===== config.mk =====
export PLATFORM = sky130hd
export DESIGN_NAME = axi_phase_sequencer
export DESIGN_NICKNAME = d
export VERILOG_FILES = /design/src/rtl/axi_phase_sequencer.sv
export SDC_FILE = /design/constraint.sdc
export NUM_CORES = 1
export LEC_CHECK = 0
export ABC_CLOCK_PERIOD_IN_PS = 3850
export BUFFER_PORTS_ARGS = -buffer_cell sky130_fd_sc_hd__buf_2
export CAP_MARGIN = 10
export CORE_ASPECT_RATIO = 0.8
export CORE_MARGIN = 2
export CORE_UTILIZATION = 40
export DETAILED_ROUTE_END_ITERATION = 10
export SYNTH_ARGS = -nofsm -noshare
export SYNTH_HDL_FRONTEND = slang
export SYNTH_SLANG_ARGS = --single-unit

===== constraint.sdc =====
create_clock -name clk -period 3.85 [get_ports clk]
set_input_delay 0.1925 -clock clk [delete_from_list [all_inputs] [get_ports clk]]
set_output_delay 0.1925 -clock clk [all_outputs]
set_load 0.01 [all_outputs]

===== src/rtl/axi_phase_sequencer.sv =====
// axi_phase_sequencer
// Steps an AXI channel test through NUM_PHASES phases. Each phase starts the
// write channels (AW/W/B), waits for all three done pulses, then starts the
// read channels (AR/R), waits for both, and clears the external done latches.
// A per-wait timer aborts the sequence into ERROR when TIMEOUT_CYCLES elapse.
//
// Ports:
//   clk, rst             clock, synchronous active-high reset
//   seq_start            single-cycle request to run a sequence (IDLE/ERROR only)
//   seq_abort            terminate a running sequence
//   phase_done[4:0]      done pulses: [0] AW, [1] W, [2] B, [3] AR, [4] R
//   phase_start[4:0]     start pulses, same bit mapping
//   clear_phase_latches  one-cycle clear of the channel done latches
//   phase_index[7:0]     current phase number
//   seq_busy             sequence in progress
//   seq_done             one-cycle pulse on normal completion
//   seq_error            sticky timeout flag
module axi_phase_sequencer #(
  parameter int unsigned NUM_PHASES     = 4,
  parameter int unsigned TIMEOUT_CYCLES = 1000
) (
  input  logic       clk,
  input  logic       rst,
  input  logic       seq_start,
  input  logic       seq_abort,
  input  logic [4:0] phase_done,
  output logic [4:0] phase_start,
  output logic       clear_phase_latches,
  output logic [7:0] phase_index,
  output logic       seq_busy,
  output logic       seq_done,
  output logic       seq_error
);

  localparam int unsigned CH_W  = 5;
  localparam int unsigned IDX_W = 8;
  localparam int unsigned TMR_W = 32;

  localparam logic [CH_W-1:0]  WR_MASK  = 5'b00111;
  localparam logic [CH_W-1:0]  RD_MASK  = 5'b11000;
  localparam logic [IDX_W-1:0] LAST_IDX = IDX_W'(NUM_PHASES - 1);
  localparam logic [TMR_W-1:0] TMO_LAST = TMR_W'(TIMEOUT_CYCLES - 1);
  localparam bit               TMO_EN   = (TIMEOUT_CYCLES != 0);

  typedef enum logic [2:0] {
    S_IDLE,
    S_WRITE_START,
    S_WRITE_WAIT,
    S_READ_START,
    S_READ_WAIT,
    S_CLEAR,
    S_DONE,
    S_ERROR
  } state_t;

  state_t            state;
  logic [CH_W-1:0]   done_seen;
  logic [TMR_W-1:0]  timer;

  logic [CH_W-1:0]   done_mask_c;
  logic [CH_W-1:0]   done_now_c;
  logic              wr_complete_c;
  logic              rd_complete_c;
  logic              timeout_hit_c;
  logic              active_c;

  // Only the channel group of the current half-phase may latch done pulses;
  // a pulse arriving this cycle counts toward completion.
  always_comb begin
    done_mask_c = '0;
    case (state)
      S_WRITE_START, S_WRITE_WAIT: done_mask_c = WR_MASK;
      S_READ_START,  S_READ_WAIT:  done_mask_c = RD_MASK;
      default:                     done_mask_c = '0;
    endcase
    done_now_c    = done_seen | (phase_done & done_mask_c);
    wr_complete_c = &done_now_c[2:0];
    rd_complete_c = &done_now_c[4:3];
    timeout_hit_c = TMO_EN && (timer == TMO_LAST);
    active_c      = (state != S_IDLE) && (state != S_DONE) && (state != S_ERROR);
  end

  // Sequencer state and registered outputs; abort beats completion beats timeout.
  always_ff @(posedge clk) begin
    if (rst) begin
      state               <= S_IDLE;
      phase_start         <= '0;
      clear_phase_latches <= 1'b0;
      phase_index         <= '0;
      seq_busy            <= 1'b0;
      seq_done            <= 1'b0;
      seq_error           <= 1'b0;
      done_seen           <= '0;
      timer               <= '0;
    end else begin
      phase_start         <= '0;
      clear_phase_latches <= 1'b0;
      seq_done            <= 1'b0;

      if (seq_abort && active_c) begin
        state               <= S_IDLE;
        clear_phase_latches <= 1'b1;
        seq_busy            <= 1'b0;
        done_seen           <= '0;
        timer               <= '0;
      end else begin
        case (state)
          S_IDLE, S_ERROR: begin
            if (seq_start) begin
              state       <= S_WRITE_START;
              phase_start <= WR_MASK;
              phase_index <= '0;
              seq_busy    <= 1'b1;
              seq_error   <= 1'b0;
              done_seen   <= '0;
              timer       <= '0;
            end
          end

          S_WRITE_START: begin
            done_seen <= done_now_c;
            state     <= S_WRITE_WAIT;
          end

          S_WRITE_WAIT: begin
            done_seen <= done_now_c;
            if (wr_complete_c) begin
              state       <= S_READ_START;
              phase_start <= RD_MASK;
              timer       <= '0;
            end else if (timeout_hit_c) begin
              state               <= S_ERROR;
              seq_error           <= 1'b1;
              seq_busy            <= 1'b0;
              clear_phase_latches <= 1'b1;
              done_seen           <= '0;
              timer               <= '0;
            end else begin
              timer <= timer + TMR_W'(1);
            end
          end

          S_READ_START: begin
            done_seen <= done_now_c;
            state     <= S_READ_WAIT;
          end

          S_READ_WAIT: begin
            done_seen <= done_now_c;
            if (rd_complete_c) begin
              state               <= S_CLEAR;
              clear_phase_latches <= 1'b1;
              done_seen           <= '0;
            end else if (timeout_hit_c) begin
              state               <= S_ERROR;
              seq_error           <= 1'b1;
              seq_busy            <= 1'b0;
              clear_phase_latches <= 1'b1;
              done_seen           <= '0;
              timer               <= '0;
            end else begin
              timer <= timer + TMR_W'(1);
            end
          end

          S_CLEAR: begin
            if (phase_index == LAST_IDX) begin
              state    <= S_DONE;
              seq_done <= 1'b1;
              seq_busy <= 1'b0;
            end else begin
              state       <= S_WRITE_START;
              phase_start <= WR_MASK;
              phase_index <= phase_index + IDX_W'(1);
              timer       <= '0;
            end
          end

          S_DONE:  state <= S_IDLE;
          default: state <= S_IDLE;
        endcase
      end
    end
  end

endmodule


### Yosys cells after proc, flatten, opt, wreduce, memory -nomap -nowiden

Cells that the tools add are included.

* bits in registers: 57
* input port bits: 9
* output and inout bits: 17

* $add $sub $neg: 2
* equal/unequal tests: 16
* mux-type cells: 42
* bitwise logic cells: 4
* reductions and logical operators: 22

Operators by type and width (count)
* 2-to-1 mux 32 bit: 5
* one-hot mux 32 bit (4 select lines): 1
* adder 32 x 1 -> 32 bit (second input constant): 1
* == test 32 x 10 -> 1 bit (second input constant): 1
* 2-to-1 mux 5 bit: 5
* 2-to-1 mux 3 bit: 7
* one-hot mux 3 bit (7 select lines): 1
* one-hot mux 5 bit (4 select lines): 1
* 2-to-1 mux 8 bit: 2
* one-hot mux 8 bit (2 select lines): 1
* one-hot mux 5 bit (3 select lines): 1
* 2-to-1 mux 1 bit: 14
* == test 3 bit (second input constant): 4
* inequality test 2 bit (second input constant): 5
* one-hot mux 5 bit (2 select lines): 1
* AND reduction 5 bit: 2
* OR reduction 2 bit: 5
* adder 8 x 1 -> 8 bit (second input constant): 1
* == test 8 x 2 -> 1 bit (second input constant): 1
* AND reduction 4 bit: 2
* nonzero test 4 bit: 2
* == test 3 x 2 -> 1 bit (second input constant): 2
* inequality test 3 bit (second input constant): 2
* nonzero test 3 bit: 2
* 13 further kinds: 17

### Logic depth before layout (Yosys ltp)

Gate-level depths: netlist of run 1.

* depth after elaboration: 9
* depth in mapped cells: 10
* gate-level depth less buffers: 8

### Worst setup path before layout of run 1

Ideal clock, no wire load.

* path type: reg2reg
* start: register phase_index[0]
* end: register timer[7]
* library setup time: 0.114 ns
* arrival time: 2.158 ns
* path slack: 1.578 ns
* stages on the path, launching flop included: 10
* buffers on the path: 2
* period minus slack after synthesis: 2.272 ns
* cells stage by stage: dfxtp_1 -> ha_1 -> or4b_2 -> nor2_1 -> a211oi_1 -> buf_2 -> buf_2 -> nand3_1 -> xor2_1 -> nor2_1

* longest elaborated chain between the ends: 3

Ends and longest elaborated chain
* from (decl): line 29 `output logic [7:0] phase_index,`
* from (signal assigned): line 174 `phase_index <= phase_index + IDX_W'(1);`
* == test 8 x 2 -> 1 bit: line 167 `if (phase_index == LAST_IDX) begin`
* inequality test 2 bit (no line)
* AND reduction 4 bit (no line)
* to (signal assigned): line 139 `timer <= timer + TMR_W'(1);`
* to (signal assigned): line 162 `timer <= timer + TMR_W'(1);`
* to (decl): line 58 `logic [TMR_W-1:0] timer;`

Every way passes these cells.
A chain may end at the register's enable or synchronous reset.

### Worst setup path after layout of run 1

* start: register state[0]
* end: register timer[10]

* longest elaborated chain between the ends: 8

Ends and longest elaborated chain
* from (decl): line 56 `state_t state;`
* from (signal assigned): line 86 `state <= S_IDLE;`
* from (signal assigned): line 101 `state <= S_IDLE;`
* from (signal assigned): line 110 `state <= S_WRITE_START;`
* == test 3 bit, or another cell as far along: line 71, 107
* OR reduction 2 bit: line 71 `case (state)`
* one-hot mux 5 bit (2 select lines): line 71
* bitwise AND 5 bit: line 76 `done_now_c = done_seen | (phase_done & done_mask_c);`
* OR 5 bit: line 76
* AND reduction 3 bit or AND reduction 2 bit (tied branches): line 77, 78
* 2-to-1 mux 32 bit or inequality test 2 bit (tied branches)
* one-hot mux 32 bit (4 select lines) or AND reduction 4 bit (tied branches)

Several ways; a longest one is shown, not always the timed one.

==> impl_metrics.tcl, run 1 <==
set metrics [dict create \
    outcome "completed" \
    ys.flop_type "dfxtp_1" \
    cts.htree.levels 2 \
    postCtsResizedCells 0 \
    worst_pin_slew_ps 783.8 \
    min_to "phase_index[0]" \
    p_clk_frac 0.224 \
    grt_pass1_wl_mm 11.93 \
    top_layer_used "met4" \
    start_util 0.4081 \
    fp-row-count 28 \
    cts_tree "built" \
    report.final.hold_viol_count 0 \
    first_pass_iters 5 \
    hold_ws_ps 150.8 \
    netSwitchingPower_w 0.0005750 \
    fin_worst_skew_ps 12.40 \
    final_nets 397 \
    place_inst 467 \
    n_antenna_cell 0 \
    wl_met3_um 411 \
    drt-initial-drc-count 210 \
    startpoint_type "flip-flop" \
    ys_types 53 \
    chipWidth_um 100.6 \
    grt_max_degree 26 \
    numCtsBuffers 5 \
    synth-edff-count 0 \
    grt_usage 0.1810 \
    critical_path_class "flip-flop to flip-flop" \
    root_buffer "clkbuf_8" \
    critPathArrivalTime_ps 2980 \
    final_cells 476 \
    dieHeight_um 81.30 \
    setup_violations 0 \
    core_area_um2 7322 \
    pwr-share-seq 0.434 \
    relSlewSlack 0.4768 \
    cp_cell_sequence "or3b_2 -> nor2_1 -> a211oi_2 -> buf_4 -> nand2_1 -> or3_1 -> a21oi_1" \
    overflow 0 \
    rsz0062_at_grt "no" \
    wl_met1_mm 3.885 \
    worstSetupEndpointType "flip-flop" \
    ios 26 \
    clock_path_buffers 2 \
    cts.sinks 54 \
    cts_setup_buffers 0 \
    worstHoldPathCells 2 \
    avgSynthCellArea_um2 8.054 \
    synth_cells 371 \
    ys_ff_latch 54 \
    hold_path.startpoint "rst" \
    setup_tns_ps 0 \
    drt_wl_total_mm 7.296 \
    r2r_start "state[0]" \
    wl_met2_mm 2.955 \
    ys_seq_area_frac 0.3618 \
    vdd_drop_max_v 0.0002037 \
    grt_pass1_vias 2393 \
    antenna_found_initial 0 \
    p_int_w 0.0008886 \
    crit_path_max_fanout 25 \
    cp_data_required_time_ps 4090 \
    reg2reg_depth 7 \
    p_per_area_nw_per_um2 452.5 \
    drive_above_1_share 0.1347 \
    dp.final_hpwl_mm 5.221 \
    num_vias 2770 \
    remaining_drc_errors 0 \
    reg2reg_slack_ps 1110 \
    drv_slew 0 \
    fin_crit_sh 0.7118 \
    dieArea_um2 8181 \
    final.min_clock_period_ps 2741 \
    synthesis.area_um2 2988 \
    io_buffers 25 \
    p_sw_frac 0.3928 \
    syn2layout_area_growth_pct 8.249 \
    avgViaCountPerCell 5.819 \
    insertion_delay_ps 300 \
    hold_buffers 0 \
    hp-class "primary input to flip-flop" \
    max_stage_delay_ps 840 \
    async_reset_ff_frac 0 \
    syn_nets 383 \
    wl_per_cell_um 15.33 \
    combPwrFrac 0.342 \
    drtAntennaViolNets 0 \
    clkSlewWorstSetupHoldPaths_ps 100 \
    maxCapViolCount 0 \
    clock.fmax_mhz 364.9 \
    leakage_nw 1.159 \
    ys_warn_count 0 \
    globalplace.congestion 0.7963 \
    slowest_stage "dfxtp_1" \
    r2r_end "timer[10]" \
]
how the worst max path moves through the flow:
stage	cells after the start	slack [ps]	from	to
final	7	1110	state[0]	timer[10]
after global routing	8	980	timer[0]	seq_busy
after CTS	7	1030	timer[0]	seq_busy
after detailed placement	7	1050	timer[0]	seq_busy
after global placement	7	1010	timer[0]	seq_busy
after floorplan	9	1580	phase_index[0]	timer[7]
state kept, by name, summed over array words and instances (netlist names):
signal / count
seq_done: 1
timer: 32
done_seen: 5
phase_index: 8
clear_phase_latches: 1
state: 3
seq_error: 1
phase_start: 2
seq_busy: 1
power groups by stage:
| stage | Clock, W | Sequential, W | Combinational (W) |
|---|---|---|---|
| floorplan | 0 | 0.000608 | 0.000431 |
| global placement | 0 | 0.000644 | 0.000493 |
| detailed placement | 0 | 0.000646 | 0.000494 |
| CTS | 0.000346 | 0.000633 | 0.000496 |
| global route | 0.000362 | 0.000640 | 0.000552 |
| finish | 0.000328 | 0.000635 | 0.000500 |
final cells by class:
cell class | instances | area (µm²)
Fill cell | 741 | 4088
Multi-Input combinational cell | 285 | 1752
Sequential cell | 54 | 1081
Timing Repair Buffer | 30 | 160.2
Tap cell | 90 | 112.6
Clock buffer | 6 | 82.58
Inverter | 9 | 33.78
Clock inverter | 2 | 12.51
cells by family (layout without fill, tap and decap cells):
family	Yosys count	after routing	synth area share
AOI/OAI and AO/OA	85	85	0.1993
muxes	1	1	0.003350
and+or+nand+nor	170	170	0.2927
buffers and inverters	32	47	0.05360
xor gates and xnor gates	25	25	0.07328
DFF	54	54	0.3618
adders and majority gates	4	4	0.01591
layout by cell type, fill, tap and decap left out, types with 2 or more instances in the layout:
cell / instances
buf_2: 25
a211oi_1: 2
and3_1: 11
o31ai_1: 4
a31o_2: 4
xor2_1: 22
a22o_1: 2
a41oi_1: 4
nand2_1: 33
and2_1: 2
o21ai_0: 14
nor3_1: 8
nor4_1: 8
and4_1: 5
nand4_1: 20
o31a_1: 2
nor4b_1: 3
nand3_1: 17
a31oi_1: 7
nor2b_1: 3
a21oi_1: 15
o41ai_1: 4
dfxtp_1: 54
inv_1: 9
ha_1: 3
o22ai_1: 3
o21a_1: 6
nor2_1: 46
a32oi_1: 5
a221oi_1: 2
a2111oi_0: 2
or3_1: 6
clkbuf_8: 6
buf_4: 4
xnor2_1: 3
o21ai_1: 2
worst max-delay path: cells and delay by family (launching register included):
family,cells,cell delay (ps)
AND/OR/NAND/NOR,4,800
flip-flops,1,840
buffers and inverters,1,300
AO/OA/AOI/OAI,2,740
metrics by stage:
step | worst slack [ps] | instance area [µm²] | utilization | total power [W]
after floorplan | 1578 | 2988 | - | 0.001039
after global placement | 1005 | 3134 | 0.4281 | 0.001137
after detailed placement | 1054 | 3134 | 0.4281 | 0.001140
after CTS | 1033 | 3229 | 0.4410 | 0.001475
after global routing | 982.6 | 3234 | 0.4417 | 0.001554
final | 1109 | 3234 | 0.4417 | 0.001464
per-layer routing:
layer | track usage | up-vias
met2 | 0.2507 | 81
met4 | 0.02877 | 0
met5 | 0 | -
met1 | 0.2909 | 1284
li1 | - | 1401
met3 | 0.03012 | 4
synthesized netlist by cell type (4+ instances only):
cell type,number,area share
a21oi_1,15,0.025
a32oi_1,5,0.015
a31oi_1,7,0.015
o21ai_0,14,0.023
buf_4,5,0.013
o21a_1,6,0.015
nand4_1,20,0.042
a41oi_1,4,0.012
o41ai_1,4,0.012
xor2_1,22,0.064
inv_1,9,0.011
nor4_1,8,0.017
nand3_1,17,0.028
clkbuf_1,11,0.014
and4_1,5,0.015
dfxtp_1,54,0.36
nand2_1,33,0.041
nor2_1,46,0.058
a31o_2,4,0.012
o31ai_1,4,0.010
or3_1,6,0.013
and3_1,11,0.023
nor3_1,8,0.013
buf_2,5,0.0084
No activity file was read; power rests on OpenSTA's default activity.
==> run 2, diff against run 1 <==
- ABC_AREA: unset -> 1
- ABC_CLOCK_PERIOD_IN_PS: 3850 -> 2250
- clock period: 3.85 -> 2.25 ns (I/O delays scaled with it)
==> run 2 against run 1 <==
Clock power is 66% higher. Utilization up 0.81 points. Sequential share of layout area fell by 5.0 points. Clock skew down 0.85 ps. Register-to-register slack worse by 880 ps. Non-clock buffer count rose by 2. Critical path depth is 3 higher. Synthesized area grew 16%. Worst setup slack got worse by 880 ps. Die area increased by 16%. Maximum frequency rose by 36%. Largest cell class unchanged. Highest routed layer unchanged.
==> impl_metrics.tcl, run 2 <==
set metrics [dict create \
    r2r_start "timer[1]" \
    maxCapViolCount 0 \
    hp-class "primary input to flip-flop" \
    insertion_delay_ps 320 \
    syn2layout_area_growth_pct 9.673 \
    root_buffer "clkbuf_8" \
    design_area_um2 3816 \
    relSlewSlack 0.6627 \
    num_vias 3724 \
    drt-initial-drc-count 264 \
    cp_top_family "simple AND/OR/NAND/NOR gates" \
    fin_crit_sh 0.8975 \
    drive_above_1_share 0.09076 \
    slowest_stage "dfxtp_1" \
    ys_types 31 \
    cts_tree "built" \
    final_nets 629 \
    layout_commonest_cell "nand2_1" \
    wl_per_cell_um 13.27 \
    final.min_clock_period_ps 2019 \
    min_to "phase_index[6]" \
    dieArea_um2 9465 \
    reg2reg_slack_ps 230 \
    hold_buffers 0 \
    n_fill_cell 959 \
    outcome "completed" \
    numCtsBuffers 5 \
    dieHeight_um 87.42 \
    clkSlewWorstSetupHoldPaths_ps 100 \
    synth_top_family_by_area "simple AND/OR/NAND/NOR gates" \
    fin_worst_skew_ps 11.55 \
    hold_path.startpoint "rst" \
    chipWidth_um 108.3 \
    p_per_area_nw_per_um2 567.3 \
    start_util 0.4102 \
    syn_nets 606 \
    avgViaCountPerCell 5.108 \
    n_antenna_cell 0 \
    core_area_um2 8483 \
    cts.sinks 54 \
    yosysMostFrequentCell "nand2_1" \
    worst_pin_slew_ps 502.6 \
    synth.area.mux_share 0 \
    clock.fmax_mhz 495.2 \
    first_pass_iters 5 \
    synth_top_area_cell "dfxtp_1" \
    top_regs "timer x32, phase_index x8, done_seen x5" \
    drtAntennaViolNets 0 \
    cp_cell_sequence "ha_1 -> nand2_1 -> nor2_2 -> nand2_2 -> nor2_2 -> nand2_1 -> nor2_1 -> nand4_1 -> xor2_1 -> nor2_1" \
    worstHoldPathCells 2 \
    synthesis.area_um2 3480 \
    max_stage_delay_ps 410 \
    ios 26 \
    dp.final_hpwl_mm 7.509 \
    grt_max_degree 22 \
    startpoint_type "flip-flop" \
    largest_reg_flops 32 \
    p_sw_frac 0.3687 \
    drt_wl_total_mm 9.677 \
    remaining_drc_errors 0 \
    synth_fa_ha_area_frac 0.01079 \
    hold_ws_ps 77.34 \
    overflow 0 \
    cts.htree.levels 2 \
    critical_path_class "flip-flop to flip-flop" \
    critPathArrivalTime_ps 2230 \
    avgSynthCellArea_um2 5.858 \
    drv_slew 0 \
    synth-edff-count 0 \
    io_buffers 25 \
    yosysTopAreaCellShare 0.3107 \
    cp_data_required_time_ps 2460 \
    ys.flop_type "dfxtp_1" \
    grt_pass1_vias 3321 \
    report.final.hold_viol_count 0 \
    postPlaceCellArea_um2 3714 \
    synth_cells 594 \
    pwr-share-seq 0.462 \
    antenna_found_initial 0 \
    ys_ff_latch 54 \
    ys_warn_count 0 \
    synth_simple_gate_area_share 0.4736 \
    p_clk_frac 0.251 \
    largest-register "timer" \
    grt_pass1_wl_mm 16.21 \
    clock_path_buffers 2 \
    p_int_w 0.001367 \
    vdd_drop_max_v 0.0003331 \
    crit_path_max_fanout 6 \
    synth_area_leaders "dfxtp_1, nand2_1, nor2_1, nand3_1, inv_1" \
    r2r_end "timer[16]" \
    combPwrFrac 0.288 \
    setup_violations 0 \
    fp-row-count 30 \
    worstSetupEndpointType "flip-flop" \
    leakage_nw 1.530 \
    netSwitchingPower_w 0.0007981 \
    most-common-layout-cells "nand2_1, nor2_1, inv_1" \
    ys_seq_area_frac 0.3107 \
    async_reset_ff_frac 0 \
    grt_usage 0.2177 \
    synth_compound_area_frac 0.08486 \
    synth_top_cells_by_count "nand2_1, nor2_1, inv_1, nand3_1, dfxtp_1" \
    globalplace.congestion 0.9149 \
    synth_xor_area_frac 0.01259 \
    reg2reg_depth 10 \
    path_buf_inv 0 \
]
==> run 2: worst reg2reg max path: cells and delay by family, from the launching register on <==
kind	cells	cell delay, ps
simple gates	8	1110
fa+ha+maj	1	220
flops	1	410
xor+xnor	1	170
==> run 2: routing by layer <==
| metal | global-route usage | routed length [µm] |
|---|---|---|
| met5 | 0 | 0 |
| met4 | 0.05711 | 157 |
| met2 | 0.3162 | 3937 |
| met3 | 0.03366 | 511 |
| met1 | 0.3321 | 5071 |
==> run 2: cell type report <==
cell class / instances / area, µm² / area share
multi-input cells: 450 / 2044 / 0.5357
flip-flops and latches: 54 / 1084 / 0.2839
inverters: 74 / 277.8 / 0.07279
clock inverters: 1 / 7.507 / 0.001967
well taps: 112 / 140.1 / 0.03672
repair buffers: 32 / 190.2 / 0.04984
clock buffers: 6 / 72.57 / 0.01902
==> run 2: through the flow <==
step           setup TNS, ps  power, W  std cells  worst slack (ps)  utilization
3_5_place_dp               0  0.001622        722             151.6       0.4378
5_1_grt               -13.26  0.002294        729            -13.26       0.4499
3_3_place_gp               0  0.001619        722             124.0       0.4378
2_1_floorplan              0  0.001461        594             544.5            -
6_report                   0  0.002165        729             230.7       0.4499
4_1_cts                    0  0.002168        729             120.5       0.4472
==> run 2: repair_timing <==
action,4_1_cts,5_1_grt
buffers inserted,0,0
endpoints found under the hold margin,0,0
gates resized for setup,0,9
endpoints found under the setup margin,0,29
==> run 2: cells by family (layout without fill, tap and decap cells) <==
kind of cell,Yosys count,in the layout
and+or+nand+nor,386,386
buffers and inverters,90,113
AOI/OAI and AO/OA,56,56
DFF,54,54
xor gates and xnor gates,5,5
adders and majority gates,3,3
==> run 2: worst max path at each step <==
stage                     depth (start not counted)  slack [ps]              to           start
final                                            10         230       timer[16]        timer[1]
after global routing                             11         -10       timer[26]        timer[1]
after floorplan                                  10         540  phase_index[0]  phase_index[0]
after detailed placement                         10         150       timer[16]        timer[1]
after global placement                           10         120       timer[16]        timer[1]
after CTS                                        10         120       timer[16]        timer[1]
==> run 2: power groups by stage <==
stage                     Clock [W]  Combinational, W  Sequential, W
final                      0.000543          0.000623       0.000999
after global routing       0.000601          0.000692        0.00100
after floorplan                   0          0.000447        0.00101
after detailed placement          0          0.000603        0.00102
after CTS                  0.000567          0.000604       0.000997
after global placement            0          0.000602        0.00102
==> run 3, diff against run 2 <==
- CORE_MARGIN: 2 -> 3
==> run 3 against run 2 <==
Via count is 0.54% lower. Clock skew is 6.4 ps lower. Wire length is 0.16% higher. Clock-buffer cell count is the same. Sequential power barely moved. Maximum frequency is 2.7% lower. Power up 1.5%. Highest routed layer unchanged. Final cell count decreased by 0.27%.
==> impl_metrics.tcl, run 3 (synthesized netlist as in run 2, its figures left out) <==
set metrics [dict create \
    core_area_um2 8200 \
    cts_setup_buffers 0 \
    drv_slew 0 \
    drt_wl_total_mm 9.692 \
    min_to "phase_index[7]" \
    fin_worst_skew_ps 5.158 \
    ios 26 \
    antenna_found_initial 0 \
    r2r_start "state[2]" \
    outcome "completed" \
    dp.final_hpwl_mm 7.461 \
    globalplace.congestion 0.9504 \
    numCtsBuffers 5 \
    io_buffers 25 \
    fin_crit_sh 0.9222 \
    ff_latch_area_um2 1082 \
    worstSetupEndpointType "flip-flop" \
    largest_reg_flops 32 \
    dieHeight_um 89.42 \
    reg2reg_depth 11 \
    cts.htree.levels 2 \
    num_vias 3704 \
    drive_above_1_share 0.09532 \
    leakage_nw 1.548 \
    syn2layout_area_growth_pct 10.32 \
    place_inst 719 \
    multiInputGateArea_um2 2047 \
    n_fill_cell 877 \
    layout_commonest_cell "nand2_1" \
    crit_path_max_fanout 33 \
    postLayoutCoreUtil 0.4681 \
    grt_pass1_wl_mm 15.93 \
    cts.sinks 54 \
    drtAntennaViolNets 0 \
    final.min_clock_period_ps 2075 \
    vdd_drop_max_v 0.0003613 \
    cp_data_required_time_ps 2500 \
    final_cells 727 \
    largest-register "timer" \
    clock_path_buffers 2 \
    first_pass_iters 5 \
    grt_pass1_vias 3220 \
    final_nets 630 \
    maxCapViolCount 0 \
    r2r_end "timer[19]" \
    worstHoldPathCells 2 \
    startpoint_type "flip-flop" \
    setup_violations 0 \
    clock.fmax_mhz 482.0 \
    drt-initial-drc-count 232 \
    top_regs "timer x32, phase_index x8, done_seen x5" \
    p_per_area_nw_per_um2 572.1 \
    cts_tree "built" \
    grt_max_degree 34 \
    relSlewSlack 0.6278 \
    wl_per_cell_um 13.33 \
    chipWidth_um 110.3 \
    critPathArrivalTime_ps 2320 \
    dieArea_um2 9861 \
    avgViaCountPerCell 5.095 \
    overflow 0 \
    insertion_delay_ps 310 \
    root_buffer "clkbuf_8" \
    critical_path_class "flip-flop to flip-flop" \
    remaining_drc_errors 0 \
    hp-class "primary input to flip-flop" \
    grt_usage 0.2049 \
    clkSlewWorstSetupHoldPaths_ps 100 \
    start_util 0.4243 \
    most-common-layout-cells "nand2_1, nor2_1, inv_1" \
    report.final.hold_viol_count 0 \
    n_antenna_cell 0 \
    worst_pin_slew_ps 557.2 \
    rsz0062_at_grt "no" \
    setup_tns_ps 0 \
    hold_path.startpoint "rst" \
    fp-row-count 29 \
    reg2reg_slack_ps 180 \
]
run 3: cell types whose count changed in the layout (fill, tap and decap cells not counted), sizes merged:
| cell | change |
|---|---|
| clkinv | +1 |
| buf | +1 |
run 3: repair_timing:
item / 4_1_cts / 5_1_grt
endpoints found under the setup margin: 0 / 23
hold buffers: 0 / 0
resized for setup: 0 / 10
run 3: final cells by class:
| cell class | count | share of cell area |
|---|---|---|
| Multi-Input combinational cell | 450 | 0.5332 |
| Sequential cell | 54 | 0.2819 |
| Inverter | 74 | 0.07236 |
| Timing Repair Buffer | 33 | 0.05248 |
| Tap cell | 108 | 0.03520 |
| Clock buffer | 6 | 0.02151 |
| Clock inverter | 2 | 0.003259 |
run 3: metrics by stage:
step | power (W) | setup WS (ps) | cell area [µm²] | hold WS, ps
global route | 0.002330 | 4.586 | 3839 | 71.11
CTS | 0.002209 | 68.32 | 3811 | 61.78
detailed placement | 0.001621 | 89.25 | 3716 | 398.9
finish | 0.002196 | 175.2 | 3839 | 70.50
floorplan | 0.001461 | 544.5 | 3480 | 284.7
global placement | 0.001617 | 119.5 | 3716 | 398.5
run 3: layer usage:
layer / vias to the layer above / global-route usage / share of wire
li1: 1930 / - / -
met1: 1652 / 0.3217 / 0.53
met2: 115 / 0.2808 / 0.39
met3: 7 / 0.03827 / 0.072
met4: 0 / 0.05481 / 0.0098
met5: - / 0 / 0
run 3: worst max-delay path by stage:
stage                   start             end  depth (start not counted)
2_1_floorplan  phase_index[0]  phase_index[0]                         10
3_3_place_gp         timer[1]       timer[20]                         10
3_5_place_dp         state[1]  phase_index[6]                          9
4_1_cts              state[1]  phase_index[5]                          9
5_1_grt              state[0]       timer[19]                         11
6_report             state[2]       timer[19]                         11
run 3: critical path: stages, from the launching register on:
cell     delay [ps]
dfxtp_1         460
inv_2           130
nand2_1         160
o21ai_4         110
nand2_2         110
inv_1            70
nor2_2          190
nand3_2         120
buf_12          180
nor2_1          190
nand3_1         130
a21oi_1         140
run 3: power by group:
group          leakage, nW  total [W]  switching, W  internal, W
sequential           0.436   0.000997     0.0000223     0.000974
combinational         1.06   0.000620      0.000443     0.000177
clock               0.0472   0.000579      0.000331     0.000248
total                 1.55    0.00220      0.000796      0.00140
